`src/rtl/rcv_field_shifter_if.sv`:
```
// rcv_field_shifter_if: bit-stream, field-select and captured-field bundle between bit timing, rcu and the field shifter
//   master: drives shift_enable, d_orig, eop, *_rcving; observes fields, shift enables, done pulses, stuff_error
//   slave : the field shifter itself
interface rcv_field_shifter_if;
    logic        shift_enable;
    logic        d_orig;
    logic        eop;
    logic        sync_rcving;
    logic        pid_rcving;
    logic        crc5_rcving;
    logic        crc16_rcving;
    logic        data_rcving;
    logic [7:0]  rcv_sync;
    logic [7:0]  rcv_pid;
    logic [4:0]  rcv_crc5;
    logic [15:0] rcv_crc16;
    logic [63:0] rcv_data;
    logic        sync_shift_enable;
    logic        pid_shift_enable;
    logic        crc5_shift_enable;
    logic        crc16_shift_enable;
    logic        data_shift_enable;
    logic        sync_bits_received;
    logic        pid_bits_received;
    logic        crc5_bits_received;
    logic        crc16_bits_received;
    logic        data_bits_received;
    logic        stuff_error;
    modport master (
        output shift_enable, d_orig, eop, sync_rcving, pid_rcving, crc5_rcving, crc16_rcving, data_rcving,
        input  rcv_sync, rcv_pid, rcv_crc5, rcv_crc16, rcv_data,
        input  sync_shift_enable, pid_shift_enable, crc5_shift_enable, crc16_shift_enable, data_shift_enable,
        input  sync_bits_received, pid_bits_received, crc5_bits_received, crc16_bits_received, data_bits_received,
        input  stuff_error
    );
    modport slave (
        input  shift_enable, d_orig, eop, sync_rcving, pid_rcving, crc5_rcving, crc16_rcving, data_rcving,
        output rcv_sync, rcv_pid, rcv_crc5, rcv_crc16, rcv_data,
        output sync_shift_enable, pid_shift_enable, crc5_shift_enable, crc16_shift_enable, data_shift_enable,
        output sync_bits_received, pid_bits_received, crc5_bits_received, crc16_bits_received, data_bits_received,
        output stuff_error
    );
endinterface

```
`src/rtl/rcv_field_shifter.sv`:
```
// rcv_field_shifter: de-stuffs the decoded bit stream and shifts each bit LSB-first into the field selected by rcu
//   clk, n_rst : clock, asynchronous active-low reset
//   bus        : slave side of rcv_field_shifter_if (strobe/bit/eop/field selects in; fields, shift enables,
//                one-cycle field-complete pulses and stuff_error out)
module rcv_field_shifter (
    input logic clk,
    input logic n_rst,
    rcv_field_shifter_if.slave bus
);
    typedef enum logic [2:0] {F_NONE, F_SYNC, F_PID, F_CRC5, F_CRC16, F_DATA} field_t;
    field_t      cur_field, cur_field_n, act;
    logic [6:0]  bit_cnt, bit_cnt_n, cnt, flen;
    logic [2:0]  ones_cnt, ones_cnt_n;
    logic        idle, start, cand, stuffed, accept, done_n, stuff_error;
    logic [4:0]  sel, acc, clr, rcvd;
    logic [7:0]  sync_r, pid_r;
    logic [4:0]  crc5_r;
    logic [15:0] crc16_r;
    logic [63:0] data_r;
    always_comb begin
        act = bus.sync_rcving ? F_SYNC : bus.pid_rcving ? F_PID : bus.crc5_rcving ? F_CRC5 :
              bus.crc16_rcving ? F_CRC16 : bus.data_rcving ? F_DATA : F_NONE;
        flen = (act == F_SYNC || act == F_PID) ? 7'd8 : act == F_CRC5 ? 7'd5 :
               act == F_CRC16 ? 7'd16 : act == F_DATA ? 7'd64 : 7'd0;
        sel = {act == F_DATA, act == F_CRC16, act == F_CRC5, act == F_PID, act == F_SYNC};
        // eop wins over everything, including the start of a new field
        start = act != F_NONE && act != cur_field && !bus.eop;
        cnt = start ? 7'd0 : bit_cnt;
        cand = bus.shift_enable && !bus.eop && act != F_NONE && cnt < flen;
        stuffed = cand && ones_cnt == 3'd6;
        accept = cand && !stuffed;
        done_n = accept && (cnt + 7'd1 == flen);
        acc = sel & {5{accept}};
        clr = sel & {5{start}};
        cur_field_n = cur_field;
        bit_cnt_n = bit_cnt;
        ones_cnt_n = ones_cnt;
        // idle only tracks the previous cycle, so a single-cycle gap keeps the field open
        if (bus.eop || (act == F_NONE && idle)) begin
            cur_field_n = F_NONE;
            bit_cnt_n = 7'd0;
            ones_cnt_n = 3'd0;
        end else if (act != F_NONE) begin
            cur_field_n = act;
            bit_cnt_n = cnt + {6'd0, accept};
            ones_cnt_n = stuffed ? 3'd0 : !accept ? ones_cnt : bus.d_orig ? ones_cnt + 3'd1 : 3'd0;
        end
    end
    always_ff @(posedge clk or negedge n_rst) begin
        if (!n_rst) begin
            cur_field <= F_NONE;
            bit_cnt <= 7'd0;
            ones_cnt <= 3'd0;
            idle <= 1'b0;
            rcvd <= 5'd0;
            stuff_error <= 1'b0;
        end else begin
            cur_field <= cur_field_n;
            bit_cnt <= bit_cnt_n;
            ones_cnt <= ones_cnt_n;
            idle <= act == F_NONE;
            rcvd <= done_n ? sel : 5'd0;
            stuff_error <= stuffed && bus.d_orig;
        end
    end
    // a clear and a shift in the same cycle leaves {d_orig, zeros}
    always_ff @(posedge clk or negedge n_rst) begin
        if (!n_rst) begin
            sync_r <= '0;
            pid_r <= '0;
            crc5_r <= '0;
            crc16_r <= '0;
            data_r <= '0;
        end else begin
            sync_r <= acc[0] ? {bus.d_orig, clr[0] ? 7'd0 : sync_r[7:1]} : clr[0] ? 8'd0 : sync_r;
            pid_r <= acc[1] ? {bus.d_orig, clr[1] ? 7'd0 : pid_r[7:1]} : clr[1] ? 8'd0 : pid_r;
            crc5_r <= acc[2] ? {bus.d_orig, clr[2] ? 4'd0 : crc5_r[4:1]} : clr[2] ? 5'd0 : crc5_r;
            crc16_r <= acc[3] ? {bus.d_orig, clr[3] ? 15'd0 : crc16_r[15:1]} : clr[3] ? 16'd0 : crc16_r;
            data_r <= acc[4] ? {bus.d_orig, clr[4] ? 63'd0 : data_r[63:1]} : clr[4] ? 64'd0 : data_r;
        end
    end
    assign bus.rcv_sync = sync_r;
    assign bus.rcv_pid = pid_r;
    assign bus.rcv_crc5 = crc5_r;
    assign bus.rcv_crc16 = crc16_r;
    assign bus.rcv_data = data_r;
    assign bus.sync_shift_enable = acc[0];
    assign bus.pid_shift_enable = acc[1];
    assign bus.crc5_shift_enable = acc[2];
    assign bus.crc16_shift_enable = acc[3];
    assign bus.data_shift_enable = acc[4];
    assign bus.sync_bits_received = rcvd[0];
    assign bus.pid_bits_received = rcvd[1];
    assign bus.crc5_bits_received = rcvd[2];
    assign bus.crc16_bits_received = rcvd[3];
    assign bus.data_bits_received = rcvd[4];
    assign bus.stuff_error = stuff_error;
endmodule

```
`src/flat_wrapper.sv`:
```
// flat-port wrapper written by rule: the top's interface ports become plain ports
module rcv_field_shifter_flat 
  (clk, n_rst, bus_shift_enable, bus_d_orig, bus_eop, bus_sync_rcving, bus_pid_rcving, bus_crc5_rcving, bus_crc16_rcving, bus_data_rcving, bus_rcv_sync, bus_rcv_pid, bus_rcv_crc5, bus_rcv_crc16, bus_rcv_data, bus_sync_shift_enable, bus_pid_shift_enable, bus_crc5_shift_enable, bus_crc16_shift_enable, bus_data_shift_enable, bus_sync_bits_received, bus_pid_bits_received, bus_crc5_bits_received, bus_crc16_bits_received, bus_data_bits_received, bus_stuff_error);
  rcv_field_shifter_if bus_i ();
  input logic clk;
  input logic n_rst;
  input wire logic [$bits(bus_i.shift_enable)-1:0] bus_shift_enable;
  input wire logic [$bits(bus_i.d_orig)-1:0] bus_d_orig;
  input wire logic [$bits(bus_i.eop)-1:0] bus_eop;
  input wire logic [$bits(bus_i.sync_rcving)-1:0] bus_sync_rcving;
  input wire logic [$bits(bus_i.pid_rcving)-1:0] bus_pid_rcving;
  input wire logic [$bits(bus_i.crc5_rcving)-1:0] bus_crc5_rcving;
  input wire logic [$bits(bus_i.crc16_rcving)-1:0] bus_crc16_rcving;
  input wire logic [$bits(bus_i.data_rcving)-1:0] bus_data_rcving;
  output wire logic [$bits(bus_i.rcv_sync)-1:0] bus_rcv_sync;
  output wire logic [$bits(bus_i.rcv_pid)-1:0] bus_rcv_pid;
  output wire logic [$bits(bus_i.rcv_crc5)-1:0] bus_rcv_crc5;
  output wire logic [$bits(bus_i.rcv_crc16)-1:0] bus_rcv_crc16;
  output wire logic [$bits(bus_i.rcv_data)-1:0] bus_rcv_data;
  output wire logic [$bits(bus_i.sync_shift_enable)-1:0] bus_sync_shift_enable;
  output wire logic [$bits(bus_i.pid_shift_enable)-1:0] bus_pid_shift_enable;
  output wire logic [$bits(bus_i.crc5_shift_enable)-1:0] bus_crc5_shift_enable;
  output wire logic [$bits(bus_i.crc16_shift_enable)-1:0] bus_crc16_shift_enable;
  output wire logic [$bits(bus_i.data_shift_enable)-1:0] bus_data_shift_enable;
  output wire logic [$bits(bus_i.sync_bits_received)-1:0] bus_sync_bits_received;
  output wire logic [$bits(bus_i.pid_bits_received)-1:0] bus_pid_bits_received;
  output wire logic [$bits(bus_i.crc5_bits_received)-1:0] bus_crc5_bits_received;
  output wire logic [$bits(bus_i.crc16_bits_received)-1:0] bus_crc16_bits_received;
  output wire logic [$bits(bus_i.data_bits_received)-1:0] bus_data_bits_received;
  output wire logic [$bits(bus_i.stuff_error)-1:0] bus_stuff_error;
  assign bus_i.shift_enable = bus_shift_enable;
  assign bus_i.d_orig = bus_d_orig;
  assign bus_i.eop = bus_eop;
  assign bus_i.sync_rcving = bus_sync_rcving;
  assign bus_i.pid_rcving = bus_pid_rcving;
  assign bus_i.crc5_rcving = bus_crc5_rcving;
  assign bus_i.crc16_rcving = bus_crc16_rcving;
  assign bus_i.data_rcving = bus_data_rcving;
  assign bus_rcv_sync = bus_i.rcv_sync;
  assign bus_rcv_pid = bus_i.rcv_pid;
  assign bus_rcv_crc5 = bus_i.rcv_crc5;
  assign bus_rcv_crc16 = bus_i.rcv_crc16;
  assign bus_rcv_data = bus_i.rcv_data;
  assign bus_sync_shift_enable = bus_i.sync_shift_enable;
  assign bus_pid_shift_enable = bus_i.pid_shift_enable;
  assign bus_crc5_shift_enable = bus_i.crc5_shift_enable;
  assign bus_crc16_shift_enable = bus_i.crc16_shift_enable;
  assign bus_data_shift_enable = bus_i.data_shift_enable;
  assign bus_sync_bits_received = bus_i.sync_bits_received;
  assign bus_pid_bits_received = bus_i.pid_bits_received;
  assign bus_crc5_bits_received = bus_i.crc5_bits_received;
  assign bus_crc16_bits_received = bus_i.crc16_bits_received;
  assign bus_data_bits_received = bus_i.data_bits_received;
  assign bus_stuff_error = bus_i.stuff_error;
  rcv_field_shifter u_core (.clk(clk), .n_rst(n_rst), .bus(bus_i));
endmodule
```
`config.mk`:
```
export PLATFORM = sky130hd
export DESIGN_NAME = rcv_field_shifter_flat
export DESIGN_NICKNAME = d
export VERILOG_FILES = /design/src/rtl/rcv_field_shifter_if.sv /design/src/rtl/rcv_field_shifter.sv /design/src/flat_wrapper.sv
export SDC_FILE = /design/constraint.sdc
export NUM_CORES = 1
export LEC_CHECK = 0
export ABC_AREA = 1
export BUFFER_PORTS_ARGS = -buffer_cell sky130_fd_sc_hd__buf_4
export CORE_MARGIN = 4
export CORE_UTILIZATION = 54
export CTS_CLUSTER_SIZE = 16
export DETAILED_ROUTE_END_ITERATION = 12
export GPL_TIMING_DRIVEN = 0
export PLACE_DENSITY = 0.79
export SYNTH_ARGS = -nofsm -noshare
export SYNTH_HDL_FRONTEND = slang
export SYNTH_SLANG_ARGS = --single-unit
```
`constraint.sdc`:
```
create_clock -name clk -period 4.2 [get_ports clk]
set_input_delay 0.84 -clock clk [delete_from_list [all_inputs] [get_ports clk]]
set_output_delay 0.84 -clock clk [all_outputs]
set_load 0.05 [all_outputs]
```
; ---- Word level (Yosys, flattened, before mapping)
; Cells that the tools add are included.
[word_totals]
ff_bits = 121
out_inout_bits = 112
[classes]
add_sub_neg = 3
order_cmp = 1
n_eq_ne = 8
muxes = 35
bitwise_logic = 2
n_reduce_logical = 24
[ops]
columns = operator, n
row1 = two-way mux 64 bit, 2
row2 = two-way mux 63 bit, 1
row3 = two-way mux 7 bit, 9
row4 = two-way mux 3 bit, 12
row5 = two-way mux 16 bit, 2
row6 = two-way mux 8 bit, 4
row7 = two-way mux 15 bit, 1
row8 = two-way mux 5 bit, 3
row9 = nonzero test 2 bit, 6
row10 = bitwise AND 5 bit, 2
row11 = logical AND 1 bit, 10
row12 = equality test 3 bit (second input constant), 3
row13 = adder 7 x 1 -> 7 bit, 1
row14 = adder 7 x 1 -> 7 bit (second input constant), 1
row15 = equality test 7 bit, 1
row16 = less-than comparator 7 bit, 1
row17 = equality test 3 x 2 -> 1 bit (second input constant), 2
row18 = nonzero test 3 bit, 2
row19 = two-way mux 4 bit, 1
row20 = adder 3 x 1 -> 3 bit (second input constant), 1
row21 = equality test 3 x 1 -> 1 bit (second input constant), 1
row22 = logical NOT 3 bit, 1
row23 = != test 3 bit, 1
row24 = logical NOT 1 bit, 2
row25 = 2 further kinds, 3

; ---- Logic depth before layout (Yosys ltp)
[depth]
word_depth = 19
depth_mapped = 26
depth_no_buf = 26

; ---- Worst setup path before layout
; OpenSTA, ideal clock, no wires.
[synth_timing]
path_kind = input to output
startpoint = in bus_crc5_rcving
endpoint = out bus_crc16_shift_enable
t_arrival_ns = 3.117
required_time_ns = 3.360
path_slack_ns = 0.243
cell_stages = 16
cell_sequence = nor2_2 -> nand3_2 -> nand2_1 -> nor2_4 -> nor2_8 -> nand2_4 -> buf_2 -> nand2_1 -> inv_1 -> ha_1 -> a21oi_1 -> nand2_1 -> a21oi_4 -> nand4_1 -> clkbuf_1 -> inv_1
[synth_between]
elab_chain_cells = 14
[synth_lines]
columns = element, line
row1 = "start, declared", flat_wrapper.sv:12  ; input wire logic [$bits(bus_i.crc5_rcving)-1:0] bus_crc5_rcving;
row2 = two-way mux 3 bit * (3 in a row), rcv_field_shifter.sv:21  ; act = bus.sync_rcving ? F_SYNC : bus.pid_rcving ? F_PID : bus.crc5_rcving ? F_CRC5 :
row3 = equality test 3 bit, rcv_field_shifter.sv:24  ; act == F_CRC16 ? 7'd16 : act == F_DATA ? 7'd64 : 7'd0;
row4 = two-way mux 7 bit (2 in a row), rcv_field_shifter.sv:24
row5 = two-way mux 7 bit (2 in a row), rcv_field_shifter.sv:23  ; flen = (act == F_SYNC || act == F_PID) ? 7'd8 : act == F_CRC5 ? 7'd5 :
row6 = less-than comparator 7 bit, rcv_field_shifter.sv:29  ; cand = bus.shift_enable && !bus.eop && act != F_NONE && cnt < flen;
row7 = logical AND 1 bit, rcv_field_shifter.sv:29
row8 = logical AND 1 bit, rcv_field_shifter.sv:30  ; stuffed = cand && ones_cnt == 3'd6;
row9 = logical NOT 1 bit, rcv_field_shifter.sv:31  ; accept = cand && !stuffed;
row10 = logical AND 1 bit, rcv_field_shifter.sv:31
row11 = bitwise AND 5 bit *, rcv_field_shifter.sv:33  ; acc = sel & {5{accept}};
row12 = "end, declared", flat_wrapper.sv:23  ; output wire logic [$bits(bus_i.crc16_shift_enable)-1:0] bus_crc16_shift_enable;
; Every way passes the cells marked *; elsewhere a longest branch is shown, timed or not.

; ---- Worst setup path in the final report
[layout_timing]
startpoint = in bus_pid_rcving
endpoint = out bus_data_shift_enable
[layout_between]
elab_chain_cells = 13
[layout_lines]
columns = element, line
row1 = "start, declared", flat_wrapper.sv:11  ; input wire logic [$bits(bus_i.pid_rcving)-1:0] bus_pid_rcving;
row2 = two-way mux 3 bit * (2 in a row), rcv_field_shifter.sv:21
row3 = equality test 3 bit, "rcv_field_shifter.sv:24, rcv_field_shifter.sv:25"
row4 = two-way mux 7 bit (2 in a row), rcv_field_shifter.sv:24
row5 = two-way mux 7 bit (2 in a row), rcv_field_shifter.sv:23
row6 = less-than comparator 7 bit, rcv_field_shifter.sv:29
row7 = logical AND 1 bit, rcv_field_shifter.sv:29
row8 = logical AND 1 bit, rcv_field_shifter.sv:30
row9 = logical NOT 1 bit, rcv_field_shifter.sv:31
row10 = logical AND 1 bit, rcv_field_shifter.sv:31
row11 = bitwise AND 5 bit *, rcv_field_shifter.sv:33
row12 = "end, declared", flat_wrapper.sv:24  ; output wire logic [$bits(bus_i.data_shift_enable)-1:0] bus_data_shift_enable;
; Marks and branches as above.

==> impl_metrics.yaml <==
worst_setup_path:
  max_fanout_on_critical_path: 10
  start_kind: "input pin"
  reg2regPathDepth: 21
  worstSetupEndpointType: "primary output"
  path_class: "input pin to primary output"
  arrival_ns: 3.22
  crit_required_ns: 3.36
min_path:
  min-delay-path-class: "input pin to async pin"
logic_synthesis:
  synthCells: 661
  synth_top_area_share_pct: 54.2
  synth.cell_area_um2: 5590
  synth.distinct_cells: 27
  synth_simple_gate_area_share_pct: 26.7
  yosys_warnings: 0
  syn_nets: 681
  synth-adder-area-share_pct: 2.24
  syn_area_per_cell_um2: 8.46
  synth_top_family_by_area: "simple AND/OR/NAND/NOR gates"
  area_share_of_xor_xnor_cells_in_the_synthesized_design_pct: 0.313
  synth_mux_area_share_pct: 0
  synth.ff_latch_count: 121
  part_of_the_yosys_area_used_for_sequential_elements_pct: 54.2
  synth_largest_area_cell: "sky130_fd_sc_hd__dfrtp_1"
  synth_compound_area_share_pct: 10.5
  yosys-top-cells-area: "sky130_fd_sc_hd__dfrtp_1 (54%), sky130_fd_sc_hd__nand3_1 (11%), sky130_fd_sc_hd__nand2_1 (11%)"
timing:
  max_slew_margin_pct: 62.7
  worst-slew-pin-transition_ns: 0.560
  clock-skew-final_ns: 0.00716
  final.hold.worst_slack_ns: 0.276
  period_needed_ns: 4.06
  finalCritPeriodShare_pct: 96.7
  finalSetupViolations: 0
  slew_viol_final: 0
  max_freq_mhz: 246
  finalHoldViolations: 0
floorplanning:
  die-width_um: 110
  die_area_um2: 12000
  starting_density_pct: 56.4
  pin_count: 122
  chipHeight_um: 110
  core_um2: 9910
  fp-row-count: 36
global_route:
  first_global_vias: 5037
  first_pass_grt_wire_length_mm: 24.2
  largest_net_degree_at_the_start_of_global_routing: 64
  grt_antenna_before_repair: 0
  gr-total-overflow: 0
  grtUsageTotal_pct: 25.7
finish:
  post_route_cells_drive_above_1_share_pct: 25.4
  fillCellCount: 720
  sequential_cell_area_um2: 3030
  antenna_cells_inserted: 0
  areaGrowthSynthToFinish_pct: 34.2
  fin_util_pct: 75.7
  layout.cells.most_common_list: "sky130_fd_sc_hd__nand2_1 (160), sky130_fd_sc_hd__buf_4 (145), sky130_fd_sc_hd__nand3_1 (127), sky130_fd_sc_hd__dfrtp_1 (121), sky130_fd_sc_hd__o21ai_1 (64)"
  final_net_count: 841
  multi_input_comb_area_um2: 2260
  layout.cells.most_common: "sky130_fd_sc_hd__nand2_1"
clock_network:
  cts_tree: "built"
  number_of_buffers_created_by_cts: 17
  ctsRootBufferMaster: "sky130_fd_sc_hd__clkbuf_8"
  worst_setup_hold_path_clk_slew_ns: 0.06
  clk_latency_ns: 0.52
  cts_buffer_depth: 2
  clock-sinks: 121
  htreeDepth: 4
route:
  post-route-drc-count: 0
  detail_route.first_pass.iterations: 6
  via_count: 5377
  drt-vias-per-instance: 5.56
  drt_iter0_markers: 337
  final_antenna_net_count: 0
  detail_routed_net_length_per_standard_cell_um: 15.5
  wirelength_mm: 14.9
power:
  p_per_area_nw_per_um2: 381
  power.ir.vdd_worst_uv: 280
  power.leakage_nw: 3.64
placed_design:
  globalplace.congestion: 0.907
  place_hpwl_mm: 10.1
  portBuffers: 121
run:
  max-cap-violations: 0
status:
  outcome: "finished clean"
## cells by family (layout without fill, tap and decap cells)
family                     count (synthesis)  in the layout
AOI/OAI and AO/OA                        114            114
xor gates and xnor gates                   2              2
and+or+nand+nor                          335            335
adders and majority gates                 10             10
buffers and inverters                     79            252
DFF                                      121            121
## final timing paths
| path | slack (ns) | endpoint | start |
|---|---|---|---|
| setup / recovery | 0.14 | bus_data_shift_enable | bus_pid_rcving |
| setup reg to reg | 0.87 | u_core.bit_cnt[6] | u_core.cur_field[2] |
| hold reg to reg | 0.52 | u_core.bus.rcv_crc5[0] | u_core.bus.rcv_crc5[1] |
| hold / removal | 0.28 | u_core.bus.rcv_sync[0] | n_rst |
| min in group clk | 0.52 | u_core.bus.rcv_crc5[0] | u_core.bus.rcv_crc5[1] |
| max in group asynchronous | 3.24 | u_core.bus.rcv_data[52] | n_rst |
## cell usage after synthesis (all sizes together)
cell      n
nand2   165
nand3   128
dfrtp   121
o21ai   106
inv      40
nor2     30
buf      22
clkbuf   17
ha       10
nand4    10
a21oi     5
o22ai     3
nor3      1
or2       1
xnor2     1
xor2      1
## area by class of cell
| type | instances | share of cell area (%) |
|---|---|---|
| well taps | 133 | 2.22 |
| clock inverters | 12 | 1.98 |
| multi-input cells | 461 | 30.2 |
| flip-flops and latches | 121 | 40.4 |
| plain buffers | 37 | 2.62 |
| inverters | 40 | 2.00 |
| repair buffers | 143 | 14.7 |
| clock buffers | 20 | 5.94 |
## layer usage
| metal | vias to the layer above | track usage (%) | part of all wire, % |
|---|---|---|---|
| li1 | 2544 | - | - |
| met1 | 2588 | 33.7 | 41 |
| met2 | 215 | 41.7 | 49 |
| met3 | 30 | 7.34 | 8.2 |
| met4 | 0 | 7.48 | 1.7 |
| met5 | - | 0 | 0 |
## metrics by stage
stage	power [mW]	setup TNS [ns]	worst slack, ns	cells	area [um2]
after floorplan	1.31	0	0.243	661	5590
after detailed placement	1.39	-1.06	-0.275	916	6700
after CTS	2.85	0	0.00121	954	7380
final	2.86	0	0.139	967	7500
after global routing	2.94	-0.0385	-0.0164	967	7500
after global placement	1.38	-0.627	-0.209	915	6660
## state kept, by name, indices dropped and copies added (netlist names)
register	flops
u_core.bus.rcv_sync	8
u_core.bit_cnt	7
u_core.bus.rcv_data	64
u_core.idle	1
u_core.bus.rcv_crc16	16
u_core.bus.rcv_pid	8
u_core.bus.stuff_error	1
u_core.cur_field	3
u_core.rcvd	5
u_core.ones_cnt	3
u_core.bus.rcv_crc5	5
## worst max-delay path, stage by stage
cell and delay (ns):
sky130_fd_sc_hd__buf_4 0.13, sky130_fd_sc_hd__nor2_4 0.16, sky130_fd_sc_hd__nand3_4 0.11, sky130_fd_sc_hd__nand2_1 0.11, sky130_fd_sc_hd__nor2_4 0.06, sky130_fd_sc_hd__nor2_8 0.13, sky130_fd_sc_hd__nand2_4 0.10, sky130_fd_sc_hd__buf_6 0.17
sky130_fd_sc_hd__nand2_1 0.08, sky130_fd_sc_hd__inv_1 0.07, sky130_fd_sc_hd__ha_1 0.17, sky130_fd_sc_hd__a21oi_1 0.14, sky130_fd_sc_hd__nand2_1 0.10, sky130_fd_sc_hd__a21oi_4 0.22, sky130_fd_sc_hd__nand4_1 0.18, sky130_fd_sc_hd__clkbuf_8 0.20
sky130_fd_sc_hd__inv_1 0.06, sky130_fd_sc_hd__buf_6 0.15
## report_power, final
group	switching [mW]	internal, mW	total (mW)
clock	0.530	0.932	1.46
combinational	0.142	0.0622	0.205
sequential	0.0112	1.18	1.19
total	0.683	2.17	2.86
## what timing repair did
item,in CTS,in global routing
pin swaps,6,8
resized for setup,10,7
endpoints found under the setup margin,5,5
hold buffers,0,0
buffers inserted,8,13
Note: power is estimated with default switching activity, not from simulation.
